**src/rtl/sm_pkg.sv**
```systemverilog
// Shared definitions for the sign-magnitude stream encoder/decoder family.
package sm_pkg;

   // Conversion width used by tc_to_sm; sm_encode_stream's WIDTH must equal it.
   localparam int SM_WIDTH = 9;

   // Most negative two's-complement value: the one input with no sign-magnitude form.
   localparam logic [SM_WIDTH-1:0] SM_MIN_TC = {1'b1, {(SM_WIDTH-1){1'b0}}};

   // Largest representable magnitude, used as the saturated result.
   localparam logic [SM_WIDTH-2:0] SM_MAX_MAG = '1;

   // Occupancy of the 2-entry skid buffer.
   typedef enum logic [1:0] {
      BUF_EMPTY = 2'd0,
      BUF_ONE   = 2'd1,
      BUF_FULL  = 2'd2
   } buf_state_t;

   // Encoded sample: saturation flag above the sign-magnitude word.
   typedef struct packed {
      logic                sat;
      logic [SM_WIDTH-1:0] sm;
   } sm_word_t;

   // Two's-complement to sign-magnitude. Zero maps to +0; the most negative
   // value clamps to the largest negative magnitude and flags sat.
   function automatic sm_word_t tc_to_sm(input logic [SM_WIDTH-1:0] x);
      sm_word_t            r;
      logic [SM_WIDTH-1:0] neg;
      neg   = -x;
      r.sat = (x == SM_MIN_TC);
      if (r.sat)
         r.sm = {1'b1, SM_MAX_MAG};
      else if (x[SM_WIDTH-1])
         r.sm = {1'b1, neg[SM_WIDTH-2:0]};
      else
         r.sm = x;
      return r;
   endfunction

endpackage

```
**src/rtl/sm_encode_stream_skid.sv**
```systemverilog
// Two-entry skid buffer with a registered s_ready, so backpressure from
// m_ready never reaches s_ready through combinational logic.
module sm_skid_buffer
   import sm_pkg::*;
#(
   parameter int W = 10
) (
   input  logic         clk,
   input  logic         rst,
   input  logic         s_valid,
   output logic         s_ready,
   input  logic [W-1:0] s_data,
   output logic         m_valid,
   input  logic         m_ready,
   output logic [W-1:0] m_data
);

   buf_state_t   state_q, state_d;
   logic         s_ready_q;
   logic [W-1:0] out_q;
   logic [W-1:0] skid_q;
   logic         in_xfer;
   logic         out_xfer;

   assign in_xfer  = s_valid && s_ready_q;
   assign out_xfer = (state_q != BUF_EMPTY) && m_ready;

   // State register; s_ready is registered from the next occupancy and held low during reset.
   always_ff @(posedge clk) begin
      // NOTE: sequential state uses non-blocking assignments so every register samples pre-edge values.
      if (rst) begin
         state_q   <= BUF_EMPTY;
         s_ready_q <= 1'b0;
      end else begin
         state_q   <= state_d;
         s_ready_q <= (state_d != BUF_FULL);
      end
   end

   // Next-state logic from the occupancy rules.
   always_comb begin
      // NOTE: default assignment first so no path through the case leaves state_d unassigned (no latch).
      state_d = state_q;
      unique case (state_q)
         BUF_EMPTY: if (in_xfer) state_d = BUF_ONE;
         BUF_ONE: begin
            if (in_xfer && !out_xfer)      state_d = BUF_FULL;
            else if (!in_xfer && out_xfer) state_d = BUF_EMPTY;
         end
         BUF_FULL:  if (out_xfer) state_d = BUF_ONE;
         default:   state_d = BUF_EMPTY;
      endcase
   end

   // Output register: loads a new sample when empty or draining, or the skid entry when full drains.
   always_ff @(posedge clk) begin
      if (rst) begin
         out_q <= '0;
      end else if (state_q == BUF_FULL) begin
         if (out_xfer) out_q <= skid_q;
      end else if (in_xfer && ((state_q == BUF_EMPTY) || out_xfer)) begin
         out_q <= s_data;
      end
   end

   // Skid register: parks a sample that arrives while the output is stalled.
   always_ff @(posedge clk) begin
      // NOTE: skid_q is not reset; it is only read in BUF_FULL, which reset makes unreachable until rewritten.
      if (!rst && (state_q == BUF_ONE) && in_xfer && !out_xfer) skid_q <= s_data;
   end

   // Output decode from occupancy.
   always_comb begin
      m_valid = (state_q != BUF_EMPTY);
      m_data  = out_q;
      s_ready = s_ready_q;
   end

endmodule

```
**src/rtl/sm_encode_stream.sv**
```systemverilog
// Streaming two's-complement to sign-magnitude encoder with saturation counting.
// Conversion happens at input acceptance; the skid buffer carries {sat, sm}.
module sm_encode_stream
   import sm_pkg::*;
#(
   parameter int WIDTH     = SM_WIDTH,
   parameter int SAT_CNT_W = 16
) (
   input  logic                 clk,
   input  logic                 rst,
   input  logic                 s_valid,
   output logic                 s_ready,
   input  logic [WIDTH-1:0]     s_data,
   output logic                 m_valid,
   input  logic                 m_ready,
   output logic [WIDTH-1:0]     m_data,
   output logic                 m_sat,
   input  logic                 clr_count,
   output logic [SAT_CNT_W-1:0] sat_count
);

   localparam logic [SAT_CNT_W-1:0] CNT_MAX = '1;

   sm_word_t       enc;
   logic [WIDTH:0] buf_out;
   logic           in_xfer;
   logic           in_sat;

   assign enc     = tc_to_sm(s_data);
   assign in_xfer = s_valid && s_ready;
   assign in_sat  = in_xfer && enc.sat;

   sm_skid_buffer #(.W(WIDTH + 1)) u_skid (
      .clk     (clk),
      .rst     (rst),
      .s_valid (s_valid),
      .s_ready (s_ready),
      .s_data  (enc),
      .m_valid (m_valid),
      .m_ready (m_ready),
      .m_data  (buf_out)
   );

   assign m_sat  = buf_out[WIDTH];
   assign m_data = buf_out[WIDTH-1:0];

   // Saturation counter: counts accepted saturating samples, sticks at all-ones, clear wins over hold.
   always_ff @(posedge clk) begin
      if (rst)
         sat_count <= '0;
      else if (clr_count)
         sat_count <= in_sat ? SAT_CNT_W'(1) : '0;
      else if (in_sat && (sat_count != CNT_MAX))
         sat_count <= sat_count + 1'b1;
   end

endmodule
```
**config.mk**
```make
export PLATFORM = sky130hd
export DESIGN_NAME = sm_encode_stream
export DESIGN_NICKNAME = d
export VERILOG_FILES = /design/src/rtl/sm_pkg.sv /design/src/rtl/sm_encode_stream_skid.sv /design/src/rtl/sm_encode_stream.sv
export SDC_FILE = /design/constraint.sdc
export NUM_CORES = 1
export LEC_CHECK = 0
export BUFFER_PORTS_ARGS = -buffer_cell sky130_fd_sc_hd__buf_2
export CORE_MARGIN = 5
export CORE_UTILIZATION = 49
export CTS_CLUSTER_SIZE = 10
export DETAILED_ROUTE_END_ITERATION = 8
export GPL_ROUTABILITY_DRIVEN = 0
export GPL_TIMING_DRIVEN = 0
export PLACE_DENSITY = 0.75
export SLEW_MARGIN = 15
export SYNTH_ARGS = -nofsm -noshare
export SYNTH_HDL_FRONTEND = slang
export SYNTH_HIERARCHICAL = 1
export SYNTH_SLANG_ARGS = --single-unit
```
**constraint.sdc**
```tcl
create_clock -name clk -period 1.7 [get_ports clk]
set_clock_uncertainty 0.05 [all_clocks]
set_input_delay 0.085 -clock clk [delete_from_list [all_inputs] [get_ports clk]]
set_output_delay 0.085 -clock clk [all_outputs]
set_load 0.02 [all_outputs]
```
==> results.cfg <==
[power_and_ir_drop]
p_per_area_nw_per_um2 = 681
power_mw = 1.85
peakVddDrop_mv = 0.339
total_leakage_power_nw = 1.11

[run]
cap_violations = 0

[placement]
post-place-cells = 301
portBuffers = 41
post-dp-hpwl_um = 3350

[synthesis]
ys_warn_count = 6
synthFlopType = dfxtp_1
synth_edf_count = 10
netlist_instances = 210
syn_area_per_cell_um2 = 9.82
ys_types = 48
ys_seq_area_share_pct = 42.7
synthArstFlopShare_pct = 0
ys_ff_latch = 39
synthesis.area_um2 = 2060
synth_nets = 226

[finish]
final_nets = 291
multi_input_area_um2 = 1210
mostFrequentLayoutCell = buf_2
layout_common_cells = buf_2, a21oi_1, dfxtp_1
antenna_cells = 0
drive_gt1_share_pct = 40.6
fillers = 334
ff_latch_area_um2 = 908
syn2layout_area_growth_pct = 31.9
fin_cells = 326

[floorplanning]
dieArea_um2 = 5610
design.core.area_um2 = 4030
fp.dieH_um = 74.9
io_pins = 42
num_rows = 23
die_w_um = 74.9
initial_core_util_pct = 51.2

[clocking]
cts_buffers = 5
clock_path_buffers = 2
clock_latency_ns = 0.29
htree_levels = 2
cts_tree = yes
clk_pin_slew_ns = 0.08
clock_sinks = 39
root_buffer = clkbuf_8

[drt]
met2WireLength_um = 2320
drt_iter0_markers = 101
wirelength_met1_um = 2270
top_layer = met4
wire_per_inst_um = 15.4
drc = 0
ant_nets = 0
wl_met3_um = 372
wl_um = 5020
via_per_inst = 5.86
vias = 1909
dr.pass1.iters = 4

[min_path]
hold_path_class = input port to register

[timing]
tightest_slew_ns = 0.528
hold_viol = 0
relSlewSlack_pct = 64.8
rsz0062_at_grt = yes
maxSlewViolCount = 0
setup_ws_ns = -0.0470
fmax_ghz = 0.572
final-setup-viol-count = 4
post-route-period-util_pct = 103
period_needed_ns = 1.75
timing.hold.ws_ns = 0.0534

[setup_path]
crit_chain = ha_4, nand4_1, nor4_4, buf_6, buf_4, or4_1, a21oi_1
critPathTopFamily = simple AND/OR/NAND/NOR gates
cp_num_buf_inv = 2
critPathMaxStageDelay_ns = 0.47
cp_data_arrival_time_ns = 1.91
worst_setup_path_end_kind = register
cp_slowest_cell = or4_1
worst_setup_path_start_kind = register
critPathRequiredTime_ns = 1.87
critPathKind = register to register
cp_max_fo = 8

[global_route]
track_usage_pct = 18.1
grt_pass1_vias = 1666
grt.overflow.total = 0
grt_max_degree = 13
antenna_found_initial = 0
grt_first_pass_wirelength_um = 7870

[outcome]
failed_checks = negative setup slack
status = finished, violations left
power by group:
group	total, mW	leakage (nW)	internal [mW]	switching [mW]
Clock	0.605	0.0477	0.281	0.324
Sequential	0.991	0.337	0.974	0.0163
Combinational	0.256	0.728	0.102	0.154
Total	1.85	1.11	1.36	0.495
metal layers:
layer / global-route usage [%] / vias to the layer above
met5: 0 / -
met4: 5.34 / 0
met3: 4.67 / 9
met2: 26.9 / 66
met1: 25.9 / 883
li1: - / 951
cells in the mapped netlist (2+ instances only):
library cell	n	area (um^2)
or2_2	2	12.5
o21ai_0	4	20.0
buf_6	3	33.8
nand2_1	13	48.8
or4_1	12	90.1
a211oi_1	11	82.6
nor2_1	14	52.6
mux2i_1	11	110
inv_1	3	11.3
a31oi_1	4	25.0
or3_1	2	12.5
ha_1	2	25.0
nand3_2	2	20.0
clkbuf_1	4	15.0
and4_1	4	35.0
nand4_1	6	37.5
nor4b_4	2	47.6
o31ai_1	13	97.6
nor3_1	4	20.0
nand3b_1	4	30.0
xor2_1	2	17.5
nand3_1	8	40.0
edfxtp_1	10	300
and2_1	2	12.5
a21oi_1	17	85.1
dfxtp_1	29	581
repair_timing:
action / in CTS / in global routing
endpoints found under the setup margin: 15 / 27
buffers inserted: 8 / 7
gates resized for setup: 4 / 24
endpoints found under the hold margin: 1 / 0
hold buffers: 1 / 0
cloned: 0 / 1
pin swaps: 5 / 14
cell families (layout without fill, tap and decap cells):
| group | after synthesis | in the layout | synth area share [%] |
|---|---|---|---|
| AND/OR/NAND/NOR | 88 | 88 | 28.3 |
| flip-flops | 39 | 39 | 42.7 |
| adder cells (fa/ha/maj) | 2 | 2 | 1.21 |
| AO/OA/AOI/OAI | 54 | 54 | 17.5 |
| multiplexers | 11 | 11 | 5.34 |
| buffers and inverters | 13 | 79 | 3.70 |
| XOR/XNOR | 3 | 3 | 1.27 |
cell type report:
type                            instances  area share [%]
Buffer                                 10            2.90
Clock buffer                            5            2.53
Clock inverter                          3           0.552
Inverter                                3           0.414
Multi-Input combinational cell        158            44.4
Sequential cell                        39            33.4
Tap cell                               50            2.30
Timing Repair Buffer                   58            13.5
sequential cells by signal, indices dropped and copies added, names as in the netlist:
name            count
u_skid/s_ready      1
sat_count          16
u_skid/m_data      10
u_skid/skid_q      10
u_skid/state_q      2
through the flow:
stage | util [%] | setup TNS [ns] | setup slack (ns) | instance area (um^2)
4_1_cts | 63.2 | -0.0210 | -0.00797 | 2550
3_3_place_gp | 59.0 | -5.61 | -0.372 | 2380
6_report | 67.5 | -0.0772 | -0.0470 | 2720
3_5_place_dp | 59.0 | -6.40 | -0.416 | 2380
2_1_floorplan | - | -0.00738 | -0.00738 | 2110
5_1_grt | 67.5 | -1.14 | -0.115 | 2720
worst paths after layout:
kind                               startpoint               end  slack, ns  cells after the start
worst max-delay path             sat_count[0]     sat_count[12]      -0.05                      7
worst min-delay path                      rst  u_skid/m_data[1]       0.05                      2
worst max register to register   sat_count[0]     sat_count[12]      -0.05                      7
worst min register to register  sat_count[12]     sat_count[12]       0.45                      2
Note: power is estimated with default switching activity, not from simulation.
